$ cat src/rtl/rover_polar_to_cartesian.sv
// Polar-to-Cartesian converter for the ultrasound locator result: ROM lookup of Q1.8
// sin/cos, an 8-cycle serial shift-add multiply of the distance, then round-half-up.
module rover_polar_to_cartesian #(
  parameter int COEF_W = 9
) (
  input  logic               clock,
  input  logic               reset,
  input  logic               location_done,
  input  logic [11:0]        rover_location,
  output logic               busy,
  output logic               valid,
  output logic signed [9:0]  x,
  output logic signed [9:0]  y,
  output logic               found,
  output logic               angle_error,
  output logic               overrun
);

  // One headroom bit so that +1.0 (256) stays positive in the coefficient registers.
  localparam int CW    = COEF_W + 1;
  localparam int ACC_W = 18;
  localparam logic signed [ACC_W-1:0] HALF = ACC_W'(128);

  typedef enum logic [1:0] {IDLE, LOOKUP, MUL, ROUND} state_t;

  state_t                   state, state_next;
  logic                     done_d;
  logic                     start;
  logic [11:0]              loc;
  logic signed [CW-1:0]     cos_c, sin_c;
  logic signed [ACC_W-1:0]  acc_x, acc_y;
  logic [2:0]               bit_idx;
  logic                     err;

  function automatic logic signed [CW-1:0] cos_rom(input logic [3:0] code);
    case (code)
      4'd0:    cos_rom = CW'(256);
      4'd1:    cos_rom = CW'(247);
      4'd2:    cos_rom = CW'(222);
      4'd3:    cos_rom = CW'(181);
      4'd4:    cos_rom = CW'(128);
      4'd5:    cos_rom = CW'(66);
      4'd6:    cos_rom = CW'(0);
      4'd7:    cos_rom = CW'(-66);
      4'd8:    cos_rom = CW'(-128);
      4'd9:    cos_rom = CW'(-181);
      4'd10:   cos_rom = CW'(-222);
      4'd11:   cos_rom = CW'(-247);
      default: cos_rom = CW'(0);
    endcase
  endfunction

  function automatic logic signed [CW-1:0] sin_rom(input logic [3:0] code);
    case (code)
      4'd0:    sin_rom = CW'(0);
      4'd1:    sin_rom = CW'(66);
      4'd2:    sin_rom = CW'(128);
      4'd3:    sin_rom = CW'(181);
      4'd4:    sin_rom = CW'(222);
      4'd5:    sin_rom = CW'(247);
      4'd6:    sin_rom = CW'(256);
      4'd7:    sin_rom = CW'(247);
      4'd8:    sin_rom = CW'(222);
      4'd9:    sin_rom = CW'(181);
      4'd10:   sin_rom = CW'(128);
      4'd11:   sin_rom = CW'(66);
      default: sin_rom = CW'(0);
    endcase
  endfunction

  function automatic logic signed [ACC_W-1:0] partial(input logic signed [CW-1:0] c,
                                                       input logic [2:0] sh);
    partial = ACC_W'(c) <<< sh;
  endfunction

  // Round half up then drop the Q.8 fraction; |result| <= 255 so 10 bits never overflow.
  function automatic logic signed [9:0] round_q8(input logic signed [ACC_W-1:0] acc);
    round_q8 = 10'((acc + HALF) >>> 8);
  endfunction

  assign start = location_done & ~done_d;
  assign busy  = (state != IDLE);

  always_comb begin
    state_next = state;
    case (state)
      IDLE:    if (start) state_next = LOOKUP;
      LOOKUP:  state_next = MUL;
      MUL:     if (bit_idx == 3'd7) state_next = ROUND;
      ROUND:   state_next = IDLE;
      default: state_next = IDLE;
    endcase
  end

  // Control and visible outputs
  always_ff @(posedge clock) begin
    if (reset) begin
      state       <= IDLE;
      done_d      <= 1'b1;
      valid       <= 1'b0;
      overrun     <= 1'b0;
      x           <= '0;
      y           <= '0;
      found       <= 1'b0;
      angle_error <= 1'b0;
    end else begin
      state  <= state_next;
      done_d <= location_done;
      valid  <= (state == ROUND);
      if (start && state != IDLE) overrun <= 1'b1;
      if (state == ROUND) begin
        x           <= round_q8(acc_x);
        y           <= round_q8(acc_y);
        found       <= (loc[7:0] != 8'd0) && !err;
        angle_error <= err;
      end
    end
  end

  // Datapath: capture, coefficient load, serial shift-add
  always_ff @(posedge clock) begin
    case (state)
      IDLE: if (start) loc <= rover_location;
      LOOKUP: begin
        cos_c   <= cos_rom(loc[11:8]);
        sin_c   <= sin_rom(loc[11:8]);
        err     <= (loc[11:8] >= 4'd12);
        acc_x   <= '0;
        acc_y   <= '0;
        bit_idx <= 3'd0;
      end
      MUL: begin
        if (loc[bit_idx]) begin
          acc_x <= acc_x + partial(cos_c, bit_idx);
          acc_y <= acc_y + partial(sin_c, bit_idx);
        end
        bit_idx <= bit_idx + 3'd1;
      end
      default: ;
    endcase
  end

endmodule

$ cat config.mk
export PLATFORM = sky130hd
export DESIGN_NAME = rover_polar_to_cartesian
export DESIGN_NICKNAME = d
export VERILOG_FILES = /design/src/rtl/rover_polar_to_cartesian.sv
export SDC_FILE = /design/constraint.sdc
export NUM_CORES = 1
export LEC_CHECK = 0
export ABC_AREA = 1
export CORE_ASPECT_RATIO = 0.75
export CORE_MARGIN = 4
export CORE_UTILIZATION = 55
export DETAILED_ROUTE_END_ITERATION = 7
export PLACE_DENSITY_LB_ADDON = 0.15
export SYNTH_ARGS = -nofsm -noshare
export SYNTH_HDL_FRONTEND = slang
export SYNTH_SLANG_ARGS = --single-unit
$ cat constraint.sdc
create_clock -name clock -period 2.5 [get_ports clock]
set_input_delay 0.5 -clock clock [delete_from_list [all_inputs] [get_ports clock]]
set_output_delay 0.5 -clock clock [all_outputs]
set_load 0.01 [all_outputs]
# --- Yosys cells after proc, flatten, opt, wreduce, memory -nomap -nowiden ---
# Memories as Yosys holds them, arrays and structs flattened. A register that Yosys moved wholly into a read port is not among the register bits.
# Index checks and enable logic that the tools add are counted.
op_classes:
  addsub: 5
  n_lt_le_gt_ge: 2
  n_eq_ne: 7
  n_shift: 2
  mux: 10
  bitwise: 2
  reduce_logical: 10
ops:
  columns: ["operator", "n"]
  rows:
  - ["case mux 18 bit (2 select lines)", 2]
  - ["adder 18 bit", 2]
  - ["adder 18 x 9 -> 18 bit, second input constant", 2]
  - ["2-to-1 mux 18 bit", 2]
  - ["<<< shifter 10 x 3 -> 18 bit", 2]
  - ["case mux 2 bit (4 select lines)", 1]
  - ["nonzero test 8 bit", 1]
  - ["!= test 2 bit, second input constant", 3]
  - ["case mux 3 bit (2 select lines)", 1]
  - ["AND reduction 2 bit", 3]
  - ["< comparator 3 x 5 -> 1 bit, second input constant", 1]
  - ["== test 2 bit, second input constant", 2]
  - [">= comparator 4 bit, second input constant", 1]
  - ["2-to-1 mux 2 bit", 2]
  - ["nonzero test 2 bit", 2]
  - ["adder 3 x 1 -> 3 bit, second input constant", 1]
  - ["binary-select mux 1 bit (select 3 bit)", 1]
  - ["== test 3 bit, second input constant", 1]
  - ["== test 2 x 1 -> 1 bit, second input constant", 1]
  - ["logical AND 1 bit", 2]
  - ["logical NOT 2 bit", 1]
  - ["AND 1 bit", 1]
  - ["logical NOT 1 bit", 1]
  - ["2-to-1 mux 1 bit", 1]
  - ["inverter 1 bit", 1]
totals:
  reg_bits: 89
  mem_bits_ro: 304
  inputBits: 15
  out_inout_bits: 25
  wordCells: 54
  n_memories: 2
memory_table:
  columns: ["name", "depth", "width", "read_ports", "rd_ports_with_merged_regs", "write_ports", "line", "text"]
  rows:
  - ["(no name shown)", 16, 10, 1, 1, 0, "36", "case (code)"]
  - ["(no name shown)", 16, 9, 1, 1, 0, "54", "case (code)"]

# --- Longest topological paths before layout ---
# Gate-level depths: netlist of run 1.
depth:
  depth_word: 4
  depth_mapped: 19
  mapped_depth_nobuf: 18

# --- Worst setup path after synthesis of run 1 ---
# OpenSTA, ideal clock, no wires.
synth_timing:
  path_type: "register to register"
  startpoint: "register bit_idx[0]"
  endpoint: "register acc_y[12], data pin"
  setup_time_ns: 0.253
  arrival_time_ns: 2.251
  t_required_ns: 2.247
  path_slack_ns: -0.004
  path_stages_with_launch: 15
  n_path_buf: 2
  period_less_slack_ns: 2.504
  path_cell_list: "edfxtp_1 > buf_6 > buf_2 > nor4_1 > ha_1 > inv_1 > fa_1 > o21ai_2 > nand2_1 > nand2_1 > nand2_1 > nand2_1 > nand2_1 > nand2_1 > nor2_1"
synth_via:
  elab_chain_len: 4
synth_rtl:
  columns: ["element", "line", "text"]
  rows:
  - ["start, declared", "32", "logic [2:0] bit_idx;"]
  - ["start signal, assigned", "137", "bit_idx <= bit_idx + 3'd1;"]
  - ["<<< shifter 10 x 3 -> 18 bit", "73", "partial = ACC_W'(c) <<< sh;"]
  - ["adder 18 bit", "135", "acc_y <= acc_y + partial(sin_c, bit_idx);"]
  - ["2-to-1 mux 18 bit", "133", "if (loc[bit_idx]) begin"]
  - ["case mux 18 bit (2 select lines)", "122", "case (state)"]
  - ["end signal, assigned", "135", null]
  - ["end, declared", "31", "logic signed [ACC_W-1:0] acc_x, acc_y;"]
# Every way passes these cells. The select of a mux whose other input is x is not followed.
# A chain may end at the register's enable or synchronous reset.

# --- Worst setup path in the final report of run 1 ---
layout_timing:
  startpoint: "register bit_idx[0]"
  endpoint: "register acc_x[15], data pin"
layout_via:
  elab_chain_len: 4
layout_rtl:
  columns: ["element", "line", "text"]
  rows:
  - ["<<< shifter 10 x 3 -> 18 bit", "73", null]
  - ["adder 18 bit", "134", "acc_x <= acc_x + partial(cos_c, bit_idx);"]
  - ["2-to-1 mux 18 bit", "133", null]
  - ["case mux 18 bit (2 select lines)", "122", null]
  - ["end signal, assigned", "134", null]
  - ["end, declared", "31", null]
# Every way passes these cells. The select of a mux whose other input is x is not followed.

==> results of run 1 <==
layout make-up:
type                       instances  area, um^2
multi-input combinational        661        4180
clock inverter                     6        42.5
fill                             827        2770
tap                              162         203
timing repair buffer             139        1210
sequential                        94        2550
inverter                         132         498
clock buffer                      10         239
cells by family after synthesis:
family | count (synthesis)
compound gates | 152
fa+ha+maj | 49
mux | 3
simple gates | 441
flops | 94
buf+inv | 157
xor+xnor | 16
what timing repair did:
item | 4_1_cts | 5_1_grt
cloned | 1 | 0
buffers inserted | 12 | 14
endpoints found under the hold margin | 0 | 0
gates resized for setup | 108 | 120
setup endpoints to repair | 25 | 30
pin swaps | 47 | 41
sequential cells by signal (all words and copies together) (netlist names):
signal and count:
acc_x 18, acc_y 18, angle_error 1, bit_idx 3, cos_c 9, done_d 1, err 1, found 1
loc 12, overrun 1, sin_c 6, state 2, valid 1, x 10, y 10
cell usage in the layout (no fill, tap or decap), drive strengths merged:
master         count
o21bai             1
a21oi             55
nand4              4
xnor2              3
nand2            222
buf              100
o22ai              2
clkdlybuf4s50     39
nand3             53
clkbuf            10
nor4               3
nor2             132
o21a               1
fa                 2
and2               4
nand3b             1
o221ai             4
o211ai             3
edfxtp            67
mux2i              3
inv              134
or2                6
clkinv             4
nor3              16
ha                47
a31oi              1
o21ai             84
a221oi             1
xor2              13
dfxtp             27
per-layer routing:
metal	routed length (um)	share of wire (%)	vias up	track usage (%)
met3	1230	6.9	26	4.63
met4	292	1.7	0	6.18
met2	8030	45	231	38.3
met5	0	0	-	0
met1	8130	46	2905	36.4
li1	-	-	3229	-
critical path, stage by stage (launching register included):
cell      delay (ns)
edfxtp_1        0.44
buf_6           0.15
nor2_2          0.05
o21bai_2        0.20
o21ai_1         0.26
o21ai_1         0.12
ha_1            0.37
nand2_1         0.13
nand2_2         0.10
nand2_1         0.10
nand3_2         0.11
a21oi_4         0.21
nand3_1         0.09
nand2_1         0.06
nor2_1          0.04
final timing paths:
check	from	end	slack, ns
hold reg to reg	found	found	0.48
setup reg to reg	bit_idx[0]	acc_x[15]	-0.16
setup / recovery	bit_idx[0]	acc_x[15]	-0.16
hold / removal	found	found	0.48
cells in the mapped netlist (7+ instances only):
library cell,n
nand2_1,222
nor2_1,132
inv_1,131
o21ai_0,80
edfxtp_1,67
a21oi_1,55
nand3_1,51
ha_1,47
dfxtp_1,27
nor3_1,13
xor2_1,13
buf_2,11
clkbuf_1,7
stage by stage:
stage               TNS, ns  setup slack (ns)  std cells
finish                -1.21            -0.156       1204
global route          -4.44            -0.251       1204
global placement      -2.09            -0.173       1162
floorplan                 0            0.0143        912
detailed placement    -2.98            -0.201       1162
CTS                  -0.330           -0.0614       1191
==> summary.txt, run 1 <==
Floorplanning
  • IO Pins: 40
  • Starting Density: 56.6%
  • Die Span X: roughly 130 um
  • Full die area: between 10,000 and 15,000 um^2
  • Placement row count: 34
  • Chip height: 103 um
  • Core area: 11,700 um^2

Timing
  • Max-slew headroom: 64.6%
  • Least-Margin Pin Slew: between 0.5 and 0.6 ns
  • Max frequency: 377 MHz
  • Hold WS: around 0.48 ns
  • Min Clock Period, post-route: between 2 and 3 ns
  • Unrepaired setup endpoints after global routing: yes
  • Fin. Hold Viols: 0
  • Final Max Slew Viols: 0
  • Post-route clock period utilization: 106%
  • Final setup fails: 18
  • Setup ws final: -0.156 ns
  • Clk_skew: roughly 0.0091 ns

Synth
  • Mapped Area: 6620 um^2
  • Mean post-synth cell area: 7.26 um^2
  • Yosys top cell by area: edfxtp_1
  • Synth Register Bits: 94
  • Largest family of logic cells by synthesized area: simple AND/OR/NAND/NOR gates
  • Post-synth EDFFs: 67
  • XOR/XNOR Fraction of Synth Area: roughly 2.1%
  • Ys flop type: edfxtp_1
  • Multiplexer area fraction after synthesis: less than 1%
  • Synthesis Warnings: 0
  • Synth top area share: a little under a third
  • Post-synthesis simple-gate area fraction: 27.6%
  • FFs w/ async S/R, synth: 0%
  • Synth top area cells: edfxtp_1, nand2_1, ha_1
  • Post-synthesis compound-gate area fraction: between 10% and 20%
  • Adder-cell share of the synthesized area: 9.49%
  • Syn Inst Count: 912
  • Register area share after synthesis: about two fifths
  • Syn nets: 976
  • Distinct cells, synth: 39

Setup path
  • Worst Path Required: 2.62 ns
  • CP endpoint kind: flip-flop
  • Startpoint Class: flip-flop
  • FF-to-FF path depth: 14
  • Crit-path max FO: 5
  • Kind of critical path: flip-flop to flip-flop
  • Crit path DAT: 2.77 ns

Clocking
  • Clk_lat worst skew: about 0.35 ns
  • Clock Tree Root: clkbuf_16
  • Max clock buf depth: 2
  • H-tree depth: 3
  • Hold-fix buffer count after cts: 0
  • Clk pin slew, worst setup/hold paths: ~0.07 ns
  • Clock tree from TritonCTS: done
  • Num CTS Buffers: 9
  • CTS Sinks: between 90 and 100

Detailed routing
  • Antenna-violating nets left: 0
  • DRT Pass-1 Iters: 6
  • Residual DRC: 0
  • Final wirelength: between 15,000 and 20,000 um
  • Vias per inst: roughly 5.3
  • Via count: approximately 6,400
  • Iteration-0 DRC Markers: between 500 and 600
  • Wire per inst: 14.7 um

GRT
  • Initial antenna violation count: 0
  • Total gr overflow: 0
  • Largest net degree at the start of global routing: 27
  • Gr usage total: 24.8%
  • First-pass GRT wire length: 27,600 um
  • Number of global-route vias before repair: roughly 5,700

Worst hold path
  • Hold WC Path Type: flip-flop to flip-flop
  • WHS Path Cells: 2

Final layout
  • Fin util: 76.3%
  • Final net count: approximately 1,100
  • Ant. Diodes: 0
  • Share of cells above drive strength 1: a little over a quarter
  • Layout area overhead: 34.9%
  • Post-layout instance area: 8930 um^2

Status
  • Status: finished with violations
  • Failing checks: setup timing

Placed design
  • Post-placement cell area: approximately 7700 um^2
  • Port Buf Inserts: 39
  • Final GP Congestion: 0.917
  • DP HPWL: about 12,000 um

Run
  • Max_cap viols: 0
Power of run 1 is left out: the tool's default activity adds up to more than one toggle a clock period on the data nets, which glitch-free logic cannot reach.
==> run 2: changes to the inputs <==
--- a/config.mk
+++ b/config.mk
@@ -7,7 +7,6 @@
 export LEC_CHECK = 0
 export ABC_AREA = 1
 export CORE_ASPECT_RATIO = 0.75
-export CORE_MARGIN = 4
 export CORE_UTILIZATION = 55
 export DETAILED_ROUTE_END_ITERATION = 7
 export PLACE_DENSITY_LB_ADDON = 0.15
==> summary.txt, run 2 (synthesized netlist as in run 1, its figures left out) <==
Placed design
  • Final GP Congestion: a little over 0.9
  • Port Buf Inserts: 39
  • Place WS: -0.189 ns
  • Inst Count DP: 1,157
  • DP HPWL: roughly 12,000 um

GRT
  • Initial antenna violation count: 0
  • Number of global-route vias before repair: between 5,000 and 6,000
  • Gr usage total: 28.1%
  • First-pass GRT wire length: 27,500 um
  • Largest net degree at the start of global routing: 32
  • Total gr overflow: 0

Setup path
  • Family with the most delay on the worst path: simple AND/OR/NAND/NOR gates
  • Reg-to-reg startpoint: bit_idx[0]
  • CP endpoint kind: flip-flop
  • CP bufs+invs: 3
  • Worst Path Required: 2.60 ns
  • Slowest cell on crit path: edfxtp_1
  • Crit-path max FO: 7
  • Crit-path max cell delay: around 0.48 ns
  • Kind of critical path: flip-flop to flip-flop
  • Crit-path cells: buf_6, buf_12, mux2i_4, or2_4, o21ai_4, ha_4, nand2_1, inv_1, nand2_1, nand2_1, a21oi_2, nand3_1, nand2_1, nor2_1
  • FF-to-FF path depth: 14
  • Crit path DAT: 2.73 ns
  • Worst R2R End: acc_y[16]
  • Startpoint Class: flip-flop
  • Crit path top cell by count: nand2_1
  • Reg2reg setup slack: -0.13 ns

Worst hold path
  • Worst Hold Launch: found
  • Min-Delay Endpoint: found
  • Hold WC Path Type: flip-flop to flip-flop
  • WHS Path Cells: 2

Timing
  • Final Max Slew Viols: 0
  • Fin. Hold Viols: 0
  • Final setup fails: 19
  • Least-Margin Pin Slew: 0.461 ns
  • Min Clock Period, post-route: ~2.6 ns
  • Setup ws final: -0.131 ns
  • Clk_skew: around 0.011 ns
  • Setup TNS Final: -1.30 ns
  • Unrepaired setup endpoints after global routing: yes
  • Max-slew headroom: between 60% and 70%
  • Max frequency: roughly 380 MHz
  • Post-route clock period utilization: 105%

Clocking
  • Hold-fix buffer count after cts: 0
  • Num CTS Buffers: 9
  • Max clock buf depth: 2
  • CTS Sinks: 94
  • H-tree depth: 3
  • Clk pin slew, worst setup/hold paths: about 0.07 ns
  • Clock Tree Root: clkbuf_16
  • Clock tree from TritonCTS: done
  • Clk_lat worst skew: 0.35 ns

Floorplanning
  • Chip height: between 90 and 100 um
  • Starting Density: between 50% and 60%
  • Placement row count: 34
  • Full die area: about 12,000 um^2
  • Die Span X: 129 um
  • IO Pins: 40
  • Core area: approximately 12,000 um^2

Detailed routing
  • Final wirelength: ~18,000 um
  • DRT Pass-1 Iters: 5
  • Wire per inst: 15.2 um
  • Vias per inst: roughly 5.4
  • Iteration-0 DRC Markers: around 430
  • Antenna-violating nets left: 0
  • Residual DRC: 0
  • Via count: between 6,000 and 7,000

Final layout
  • Most frequent cells in the layout: nand2_1, inv_1, nor2_1
  • Largest regs: acc_x x18, acc_y x18, loc x12
  • Layout area overhead: 34.1%
  • Non-filler cells in the finished layout: 1,196
  • Ant. Diodes: 0
  • Fin util: approximately three quarters
  • Fill count: 867
  • Commonest non-fill, non-tap cell in the layout: nand2_1
  • Final net count: ~1,100
  • Share of cells above drive strength 1: 27.3%

Run
  • Max_cap viols: 0

Status
  • Status: finished with violations
  • Failing checks: setup timing
==> run 2: area by class of cell <==
| type | count | area [um^2] | area share (%) |
|---|---|---|---|
| multi-input cells | 661 | 4160 | 46.9 |
| flip-flops and latches | 94 | 2550 | 28.8 |
| repair buffers | 131 | 1130 | 12.7 |
| inverters | 132 | 495 | 5.58 |
| clock buffers | 13 | 314 | 3.54 |
| well taps | 162 | 203 | 2.28 |
| clock inverters | 3 | 23.8 | 0.268 |
==> run 2: tightest hold or removal path: stages (launching register included) <==
cell     delay [ns]
dfxtp_1        0.33
nand2_1        0.08
a21oi_1        0.06
==> run 2: routing by layer <==
metal  share of wire, %  global-route usage [%]  wire length, um
met1                 44                    39.4             8060
met2                 47                    44.3             8550
met3                7.1                    5.25             1290
met4                1.7                    7.51              302
met5                  0                       0                0
==> run 2: what timing repair did <==
| action | in CTS | in global routing |
|---|---|---|
| setup endpoints to repair | 22 | 29 |
| gates resized for setup | 111 | 118 |
| hold endpoints to repair | 0 | 0 |
| setup buffers | 11 | 11 |
| gates cloned | 1 | 0 |
| pin swaps | 45 | 49 |
==> run 2: how the worst max path moves through the flow <==
stage                     startpoint         to  slack [ns]  cells past startpoint
after CTS                 bit_idx[0]  acc_y[14]       -0.03                     16
after detailed placement  bit_idx[0]  acc_x[16]       -0.19                     14
after floorplan           bit_idx[2]  acc_x[12]        0.01                     16
final                     bit_idx[0]  acc_y[16]       -0.13                     14
after global placement    bit_idx[0]  acc_x[12]       -0.14                     16
after global routing      bit_idx[0]  acc_x[14]       -0.26                     16
==> run 2: stage by stage <==
| stage | cell area [um^2] | hold WS (ns) |
|---|---|---|
| 2_1_floorplan | 6630 | 0.490 |
| 3_3_place_gp | 7610 | 0.486 |
| 3_5_place_dp | 7610 | 0.496 |
| 4_1_cts | 8340 | 0.518 |
| 5_1_grt | 8880 | 0.526 |
| 6_report | 8880 | 0.509 |
Power of run 2 is left out for the same reason.
==> run 3: changes to the inputs <==
--- a/config.mk
+++ b/config.mk
@@ -6,7 +6,7 @@
 export NUM_CORES = 1
 export LEC_CHECK = 0
 export ABC_AREA = 1
-export CORE_ASPECT_RATIO = 0.75
+export CORE_ASPECT_RATIO = 0.6
 export CORE_UTILIZATION = 55
 export DETAILED_ROUTE_END_ITERATION = 7
 export PLACE_DENSITY_LB_ADDON = 0.15
==> summary.txt, run 3 (synthesized netlist as in run 1, its figures left out) <==
Clocking
  • CTS Sinks: 94
  • Num CTS Buffers: 9
  • Clk_lat worst skew: 0.34 ns
  • Clock tree from TritonCTS: done
  • Hold-fix buffer count after cts: 0
  • H-tree depth: 3
  • Max clock buf depth: 2
  • Clock Tree Root: clkbuf_16
  • Clk pin slew, worst setup/hold paths: roughly 0.070 ns

Final layout
  • Layout area overhead: 29.7%
  • Fill count: between 800 and 900
  • Most frequent cells in the layout: nand2_1, inv_1, nor2_1
  • Largest regs: acc_x x18, acc_y x18, loc x12
  • Ant. Diodes: 0
  • Non-filler cells in the finished layout: about 1,200
  • Commonest non-fill, non-tap cell in the layout: nand2_1
  • Final net count: between 1,000 and 1,500
  • Share of cells above drive strength 1: about 22%

Setup path
  • Reg-to-reg startpoint: bit_idx[0]
  • Reg2reg setup slack: -0.24 ns
  • Worst Path Required: about 2.6 ns
  • Startpoint Class: flip-flop
  • CP endpoint kind: flip-flop
  • Kind of critical path: flip-flop to flip-flop
  • Worst setup path start: bit_idx[0]
  • Worst R2R End: acc_y[14]
  • Crit-path max FO: 5
  • Crit path DAT: approximately 2.9 ns
  • FF-to-FF path depth: 16

Detailed routing
  • Via count: approximately 6,500
  • Iteration-0 DRC Markers: 686
  • Final wirelength: approximately 18,000 um
  • DRT Pass-1 Iters: 5
  • Antenna-violating nets left: 0
  • Residual DRC: 0
  • Vias per inst: roughly 5.4
  • Wire per inst: approximately 15 um

Timing
  • Final setup fails: 24
  • Unrepaired setup endpoints after global routing: yes
  • Fin. Hold Viols: 0
  • Hold WS: roughly 0.48 ns
  • Setup ws final: -0.243 ns
  • Final Max Slew Viols: 0
  • Least-Margin Pin Slew: between 0.4 and 0.5 ns
  • Max frequency: 365 MHz
  • Clk_skew: 0.00742 ns
  • Max-slew headroom: slightly below 70%
  • Min Clock Period, post-route: about 2.7 ns
  • Post-route clock period utilization: 110%

Floorplanning
  • Core area: 11,500 um^2
  • Placement row count: 30
  • IO Pins: 40
  • Chip height: approximately 87 um
  • Die Span X: about 140 um
  • Starting Density: 57.4%
  • Full die area: between 10,000 and 15,000 um^2

GRT
  • Largest net degree at the start of global routing: 26
  • First-pass GRT wire length: 28,100 um
  • Gr usage total: just under 30%
  • Number of global-route vias before repair: between 5,000 and 6,000
  • Total gr overflow: 0
  • Initial antenna violation count: 0

Worst hold path
  • Hold WC Path Type: flip-flop to flip-flop
  • WHS Path Cells: 2
  • Worst Hold Launch: y[6]
  • Min-Delay Endpoint: y[6]

Placed design
  • Final GP Congestion: a little over 0.9
  • Place WS: -0.281 ns
  • DP HPWL: 12,100 um
  • Port Buf Inserts: 39
  • Inst Count DP: approximately 1,100

Run
  • Max_cap viols: 0

Status
  • Failing checks: setup timing
  • Status: finished with violations
run 3: cell count changes in the layout (fill, tap and decap cells not counted), sizes merged:
cell / before / now
buf: 92 / 95
clkbuf: 13 / 10
bufinv: 0 / 1
clkinv: 1 / 3
run 3: per-stage QoR:
step / util [%] / area (um^2) / setup TNS (ns)
final: 74.5 / 8590 / -3.07
after global routing: 74.5 / 8590 / -7.97
after CTS: 71.4 / 8220 / -0.271
after detailed placement: 65.6 / 7560 / -3.66
after global placement: 65.6 / 7560 / -2.22
after floorplan: - / 6630 / 0
run 3: worst max-delay path by stage:
stage	end	cells past startpoint
finish	acc_y[14]	16
global route	acc_y[14]	16
CTS	acc_y[14]	16
detailed placement	acc_y[16]	16
global placement	acc_y[12]	16
floorplan	acc_x[12]	16
run 3: layout make-up:
class	instances	area (um^2)	area share, %
multi-input cells	661	3890	45.3
flip-flops and latches	94	2550	29.7
repair buffers	134	1140	13.3
inverters	132	495	5.77
clock buffers	10	229	2.67
well taps	160	200	2.33
clock inverters	6	78.8	0.918
run 3: worst max-delay path: stages, from the launching register on:
cell and delay [ns]:
edfxtp_1 0.49, buf_6 0.18, nand2_2 0.05, inv_2 0.04, a21oi_2 0.13, nor2_1 0.05, a31oi_1 0.21, mux2i_1 0.17
ha_1 0.37, nand2_1 0.13, nand2_2 0.09, a21oi_2 0.15, nor2_1 0.05, nor2_1 0.17, nand3_1 0.10, nand2_1 0.07
nor2_1 0.04
run 3: timing repair:
action | 4_1_cts | 5_1_grt
setup endpoints to repair | 27 | 30
pin swaps | 31 | 16
hold endpoints to repair | 0 | 0
buffers inserted | 19 | 12
gates cloned | 1 | 1
resized for setup | 79 | 82
run 3: layer usage:
metal | track usage [%] | part of all wire, % | up-vias
met5 | 0 | 0 | -
met4 | 9.57 | 2.3 | 0
met3 | 5.72 | 7.9 | 45
met2 | 43.9 | 43 | 283
met1 | 41.4 | 47 | 2943
li1 | - | - | 3227
Power of run 3 is left out for the same reason.
